`src/rtl/ram_dual_port_param.sv`:
```
// Simple dual-port RAM with byte enables, write-first bypass and a post-reset zeroing sweep.
// Read latency 1 edge (2 with RAM_OUT_REG_EN); no backpressure, accepts a read and a write every cycle in RUN.
module ram_dual_port_param #(
  parameter int DATA_W = 16,
  parameter int ADDR_W = 2
) (
  input  logic              clk,
  input  logic              rst,
  input  logic              wr_en,
  input  logic [ADDR_W-1:0] wr_addr,
  input  logic [DATA_W/8-1:0] wr_be,
  input  logic [DATA_W-1:0] wr_data,
  input  logic              rd_en,
  input  logic [ADDR_W-1:0] rd_addr,
  output logic [DATA_W-1:0] rd_data,
  output logic              rd_valid,
  output logic              init_done
);

  localparam int NB    = DATA_W / 8;
  localparam int DEPTH = 1 << ADDR_W;

  localparam logic [0:0] ST_INIT = 1'b0;
  localparam logic [0:0] ST_RUN  = 1'b1;

  logic [0:0]        state;
  logic [ADDR_W-1:0] clr_ptr;
  logic [DATA_W-1:0] mem [DEPTH];
  logic [DATA_W-1:0] rd_word;
  logic [DATA_W-1:0] rd_data_q;
  logic              rd_valid_q;

  always_ff @(posedge clk or posedge rst) begin
    if (rst) begin
      state   <= ST_INIT;
      clr_ptr <= '0;
    end else if (state == ST_INIT) begin
      clr_ptr <= clr_ptr + 1'b1;
      if (clr_ptr == {ADDR_W{1'b1}})
        state <= ST_RUN;
    end
  end

  assign init_done = (state == ST_RUN);

  // Memory is not reset; while rst is held the sweep harmlessly rewrites word 0.
  always_ff @(posedge clk) begin
    if (state == ST_INIT) begin
      mem[clr_ptr] <= '0;
    end else if (wr_en) begin
      for (int i = 0; i < NB; i++)
        if (wr_be[i])
          mem[wr_addr][8*i +: 8] <= wr_data[8*i +: 8];
    end
  end

  // Write-first: lanes being written this edge at the read address return the new data.
  always_comb begin
    rd_word = mem[rd_addr];
    for (int i = 0; i < NB; i++)
      if (wr_en && wr_be[i] && (wr_addr == rd_addr))
        rd_word[8*i +: 8] = wr_data[8*i +: 8];
  end

  always_ff @(posedge clk or posedge rst) begin
    if (rst) begin
      rd_data_q  <= '0;
      rd_valid_q <= 1'b0;
    end else if (state == ST_RUN) begin
      rd_valid_q <= rd_en;
      if (rd_en)
        rd_data_q <= rd_word;
    end else begin
      rd_valid_q <= 1'b0;
    end
  end

`ifdef RAM_OUT_REG_EN
  logic [DATA_W-1:0] rd_data_q2;
  logic              rd_valid_q2;

  always_ff @(posedge clk or posedge rst) begin
    if (rst) begin
      rd_data_q2  <= '0;
      rd_valid_q2 <= 1'b0;
    end else if (state == ST_RUN) begin
      rd_valid_q2 <= rd_valid_q;
      if (rd_valid_q)
        rd_data_q2 <= rd_data_q;
    end else begin
      rd_data_q2  <= '0;
      rd_valid_q2 <= 1'b0;
    end
  end

  assign rd_data  = rd_data_q2;
  assign rd_valid = rd_valid_q2;
`else
  assign rd_data  = rd_data_q;
  assign rd_valid = rd_valid_q;
`endif

endmodule

```
`config.mk`:
```
export PLATFORM = sky130hd
export DESIGN_NAME = ram_dual_port_param
export DESIGN_NICKNAME = d
export VERILOG_FILES = /design/src/rtl/ram_dual_port_param.sv
export SDC_FILE = /design/constraint.sdc
export NUM_CORES = 1
export LEC_CHECK = 0
export BUFFER_PORTS_ARGS = -buffer_cell sky130_fd_sc_hd__buf_2
export CAP_MARGIN = 5
export CORE_MARGIN = 2
export CORE_UTILIZATION = 55
export DETAILED_ROUTE_END_ITERATION = 12
export PLACE_DENSITY = 0.76
export REMOVE_ABC_BUFFERS = 1
export SLEW_MARGIN = 25
export SYNTH_ARGS = -nofsm -noshare
export SYNTH_HDL_FRONTEND = slang
export SYNTH_SLANG_ARGS = --single-unit
export TNS_END_PERCENT = 5
```
`constraint.sdc`:
```
create_clock -name clk -period 2.4 [get_ports clk]
set_clock_uncertainty 0.05 [all_clocks]
set_input_delay 0.12 -clock clk [delete_from_list [all_inputs] [get_ports clk]]
set_output_delay 0.12 -clock clk [all_outputs]
set_load 0.005 [all_outputs]
```
Word-level counts from Yosys, hierarchy flattened
Memories as Yosys holds them, arrays and structs flattened. A register that Yosys moved wholly into a read port is not among the register bits.
Index checks and enable logic that the tools add are counted.
{"block": "word_totals", "inputBits": 26, "ram_bits": 64, "ff_bits": 4, "n_memories": 1, "out_inout_bits": 18, "romBits": 0, "latch_bits": 0}
{"memory": "mem", "depth": 4, "word_bits": 16, "rd": 1, "rd_ports_with_merged_regs": 1, "wr": 1, "line": "28", "source": "logic [DATA_W-1:0] mem [DEPTH];"}
{"block": "classes", "bitwise": 0, "div_mod_pow": 0, "multipliers": 0, "add_sub_neg": 1, "n_lt_le_gt_ge": 0, "eq_ne": 1, "n_mux": 15, "shifts": 0, "reduce_logical": 2}
{"op": "$mux W16", "count": 1}
{"op": "$reduce_or A16 Y1", "count": 1}
{"op": "$mux W1", "count": 12}
{"op": "$mux W2", "count": 2}
{"op": "$add A2 B1 Y2 const B", "count": 1}
{"op": "$eq A2 B2 Y1 const B", "count": 1}
{"op": "$reduce_and A2 Y1", "count": 1}

Longest topological paths before layout
{"block": "logic_depth", "ltp_word": 6, "depth_mapped": 6, "ltp_nobuf": 4}

Worst setup path before layout
Ideal clock, no wire load.
{"block": "synth_timing", "path_kind": "register to register", "from": "reg state, in the netlist init_done", "to": "mem mem[1][0], enable pin", "setup_time_ns": 0.370, "stages_incl_launch_ff": 7, "required_time_ns": 1.980, "setup_slack_ns": 0.533, "arrival_time_ns": 1.447, "path_cell_list": "dfrtp_1 -> buf_2 -> o211a_1 -> buf_2 -> nor3b_1 -> a31oi_1 -> nor2_1"}
{"block": "synth_between", "elab_chain_cells": 4}
{"item": "start: declaration", "line": "26", "source": "logic [0:0] state;"}
{"item": "start signal: assignment", "line": "35", "source": "state <= ST_INIT;"}
{"item": "start signal: assignment", "line": "40", "source": "state <= ST_RUN;"}
{"item": "$mux W1", "line": "48", "source": "if (state == ST_INIT) begin"}
{"item": "$mux W1 (implied by the code)", "line": "53", "source": "mem[wr_addr][8*i +: 8] <= wr_data[8*i +: 8];"}
{"item": "$reduce_or A16 Y1 (no source line)"}
{"item": "$mux W2 (no source line)"}
{"item": "end: declaration", "line": "28"}
Several ways; a longest one is shown, not always the timed one.

Worst setup path in the final report
{"block": "layout_timing", "from": "reg state, in the netlist init_done", "to": "mem mem[1][7], enable pin"}
The elaborated chain is that of the path after synthesis.

==> results <==
- A synthesized cell averages roughly 15 um2.
- Measured on the finished design, the core utilization comes to between 60% and 70%.
- TritonCTS built the clock tree.
- The minimum hold slack is between 0.08 and 0.09 ns.
- The final global-route overflow total is 0.
- The worst slew slack as a fraction of its limit is between 40% and 50%.
- In this run the horizontal extent of the chip is between 80 and 90 um.
- The pre-CTS setup slack is approximately 0.36 ns.
- The pin slew with the least headroom to its limit is roughly 0.85 ns.
- The highest cell delay on the worst timing path is 0.67 ns.
- During placement, the flow inserted port buffers numbering between 40 and 50.
- The initial utilization of the core area, before any placement, comes to 56.9%.
- The via count of the first global-routing pass is between 2000 and 2500.
- The floorplan has 29 rows.
- The core region area is between 6000 and 7000 um2.
- The signal on the critical path passes through o211a_1 > nor3b_1 > a31oi_1 > nor2_1.
- The final standard cell count with taps included and fillers excluded is approximately 370.
- STA classifies the critical path endpoint as a flop.
- The post-cts gate resize count is 0.
- The final weighted congestion in routability-driven placement is 0.777.
- The cell area after synthesis is around 3600 um2.
- The number of DRC violations after detailed-routing iteration 0 is 155.
- Subtracting the final worst setup slack from the clock period gives around 2.0 ns.
- Setup violations remaining at the end of the flow were counted as 0.
- The final max-slew violation count was 0.
- Among all stages on the critical path, the largest delay is contributed by sky130_fd_sc_hd__nor2_1.
- Using the TritonRoute via totals, the vias-per-cell ratio works out to ~6.
- In this run, distinct cell masters in the synthesized netlist total 34.
- The largest net degree at the start of global routing is 34.
- The kind of cell adding the most delay to the critical path is simple AND/OR/NAND/NOR gates.
- The number of violations of the max-capacitance limit is 0.
- The run finished with clean final reports.
- The detailed-placement wirelength estimate is between 4 and 5 mm.
- The number of H-tree levels is 3.
- After detailed routing, the average wire length per cell comes to 18.4 um.
- Clock-pin slew was measured on the worst setup and hold paths at approximately 0.080 ns.
- After synthesis, the share of flip-flops with an asynchronous set or reset is 23.8%.
- The area of the die is a little over 7000 um2.
- The synthesized design contains between 80 and 90 register bits.
- The number of enable flip-flop cells after synthesis is 64.
- The type of the worst min-delay path is input pin to flop.
- The total track usage is approximately 21%.
- Setup repair after global routing left no endpoint under its margin.
- Derived from the worst setup path, the maximum achievable clock frequency is roughly 500 MHz.
- The number of top-level pins is 44.
- Dividing the final minimum period by the clock period gives between 80% and 90%.
- After detailed placement, the design holds a cell count of 350.
- The first global-routing pass estimated around 11 mm of wire.
- The final wirelength is around 6.8 mm.
- The data required time at the worst endpoint is 2.33 ns.
- The synthesis warning total is 0.
- The net count reported at finish is 312.
- The peak ir drop on the vdd network is roughly 330 uV.
- The data arrival time of the critical path is slightly below 2 ns.
- The area growth from synthesis to layout is 14.7%.
- The critical path in this run is classified as flop to flop.
- The count of vias placed by the detailed router is 2191.
- The detailed-routing iteration count for the pre-antenna-repair pass is 4.
- The CTS buffer count is 9.
- The total power divided by cell area is 691 nW/um2.
- The total clock sinks is 84.
- In this run the clock root is driven by a sky130_fd_sc_hd__clkbuf_8.
- The most used flip-flop cell after synthesis is sky130_fd_sc_hd__edfxtp_1.
- The final cell area excluding filler cells is roughly 4100 um2.
- The remaining antenna violation count after routing is 0.
- The ratio of cells with drive above 1 in the final layout is 31.4%.
- The number of failing hold endpoints at the final stage is 0.
- The top fanout value on the critical path is 12.
- The number of setup buffers added after CTS is 0.
- The longest clock path from root to sink contains 2 buffers.
- Setup total negative slack on the finished layout was measured at 0 ns.
- The startpoint class of the critical path is a flop.
- After technology mapping, the gate count stands at 233.
- After detailed placement, the total cell area comes to between 3000 and 4000 um2.
- The sum of internal, switching and leakage power is about 2.9 mW.
- The slack of the critical path is between 0.3 and 0.4 ns.
- The number of antenna cells inserted is 0.
- The number of DRC violations after detailed routing is 0.
- For this run, the register share of the synthesized area comes to roughly 67%.
- The worst-skew pair later-pin latency is 0.36 ns.
- The number of buffers and inverters on the critical path is 0.
- The height of the chip is around 85 um.
- The initial antenna violation count came to 0.
- The leakage dissipation is 1.57 nW.
path summary, 6_finish.rpt:
| check | start | to | slack (ns) | cells past startpoint |
|---|---|---|---|---|
| worst max register to register | init_done | mem[1][7] | 0.38 | 4 |
| worst min-delay path | wr_data[4] | mem[3][4] | 0.09 | 2 |
| worst min register to register | rd_data[0] | rd_data[0] | 0.49 | 2 |
| min in group asynchronous | rst | rd_data[3] | 0.41 | 3 |
| worst max-delay path | init_done | mem[1][7] | 0.38 | 4 |
| max in group asynchronous | rst | init_done | 1.38 | 3 |
cell families (layout without fill, tap and decap cells):
family,Yosys count,in the layout,synth area share (%)
AO/OA/AOI/OAI,46,46,9.67
multiplexers,17,17,10.6
flip-flops,84,84,67.1
XOR/XNOR,3,3,0.936
buffers and inverters,16,73,2.22
AND/OR/NAND/NOR,66,66,9.15
adder cells (fa/ha/maj),1,1,0.346
cell type report:
cell class	instances	area, um2
well taps	77	96.3
multi-input cells	133	1110
clock inverters	4	47.5
inverters	3	11.3
flip-flops and latches	84	2420
clock buffers	12	155
repair buffers	54	300
fillers	476	2210
cells in the mapped netlist (2+ instances only):
library cell / number / area (um2)
sky130_fd_sc_hd__o21ai_0: 14 / 70.1
sky130_fd_sc_hd__nand2_1: 2 / 7.51
sky130_fd_sc_hd__mux4_2: 13 / 293
sky130_fd_sc_hd__a2111o_1: 2 / 22.5
sky130_fd_sc_hd__buf_2: 3 / 15.0
sky130_fd_sc_hd__nand3_1: 16 / 80.1
sky130_fd_sc_hd__o21ai_1: 2 / 10.0
sky130_fd_sc_hd__mux4_1: 3 / 78.8
sky130_fd_sc_hd__dfrtp_1: 20 / 500
sky130_fd_sc_hd__a21boi_2: 2 / 22.5
sky130_fd_sc_hd__nor3b_1: 2 / 15.0
sky130_fd_sc_hd__buf_4: 2 / 15.0
sky130_fd_sc_hd__a31oi_1: 20 / 125
sky130_fd_sc_hd__inv_1: 3 / 11.3
sky130_fd_sc_hd__a2111oi_4: 2 / 55.1
sky130_fd_sc_hd__and2_1: 17 / 106
sky130_fd_sc_hd__clkbuf_1: 6 / 22.5
sky130_fd_sc_hd__edfxtp_1: 64 / 1920
sky130_fd_sc_hd__nor2_1: 24 / 90.1
sky130_fd_sc_hd__nor3_1: 2 / 10.0
flip-flops by register name, indices dropped and copies added (netlist names):
| register | count |
|---|---|
| rd_data | 16 |
| clr_ptr | 2 |
| init_done | 1 |
| rd_valid | 1 |
| mem | 64 |
cell usage in the layout (no fill, tap or decap), drive strengths merged, types with 3 or more instances in the layout:
cell,instances
inv,3
dfrtp,20
nor2,24
buf,53
clkbuf,12
mux4,16
or2,3
a31oi,20
nand3,16
and2,17
o21ai,16
edfxtp,64
routing by layer:
metal	track usage, %	vias up	wire (um)
met4	10.1	0	142
met5	0	-	0
met2	31.2	82	3260
li1	-	1019	-
met1	29.3	1077	2930
met3	4.09	13	445
report_power, final:
group	switching [mW]	leakage, nW	internal (mW)
Clock	0.479	0.102	0.534
Combinational	0.129	0.593	0.101
Sequential	0.0152	0.876	1.60
what timing repair did:
action,4_1_cts,5_1_grt
endpoints found under the setup margin,0,0
hold endpoints to repair,20,0
hold buffers,1,0
Power figures use the tool's default switching activity.
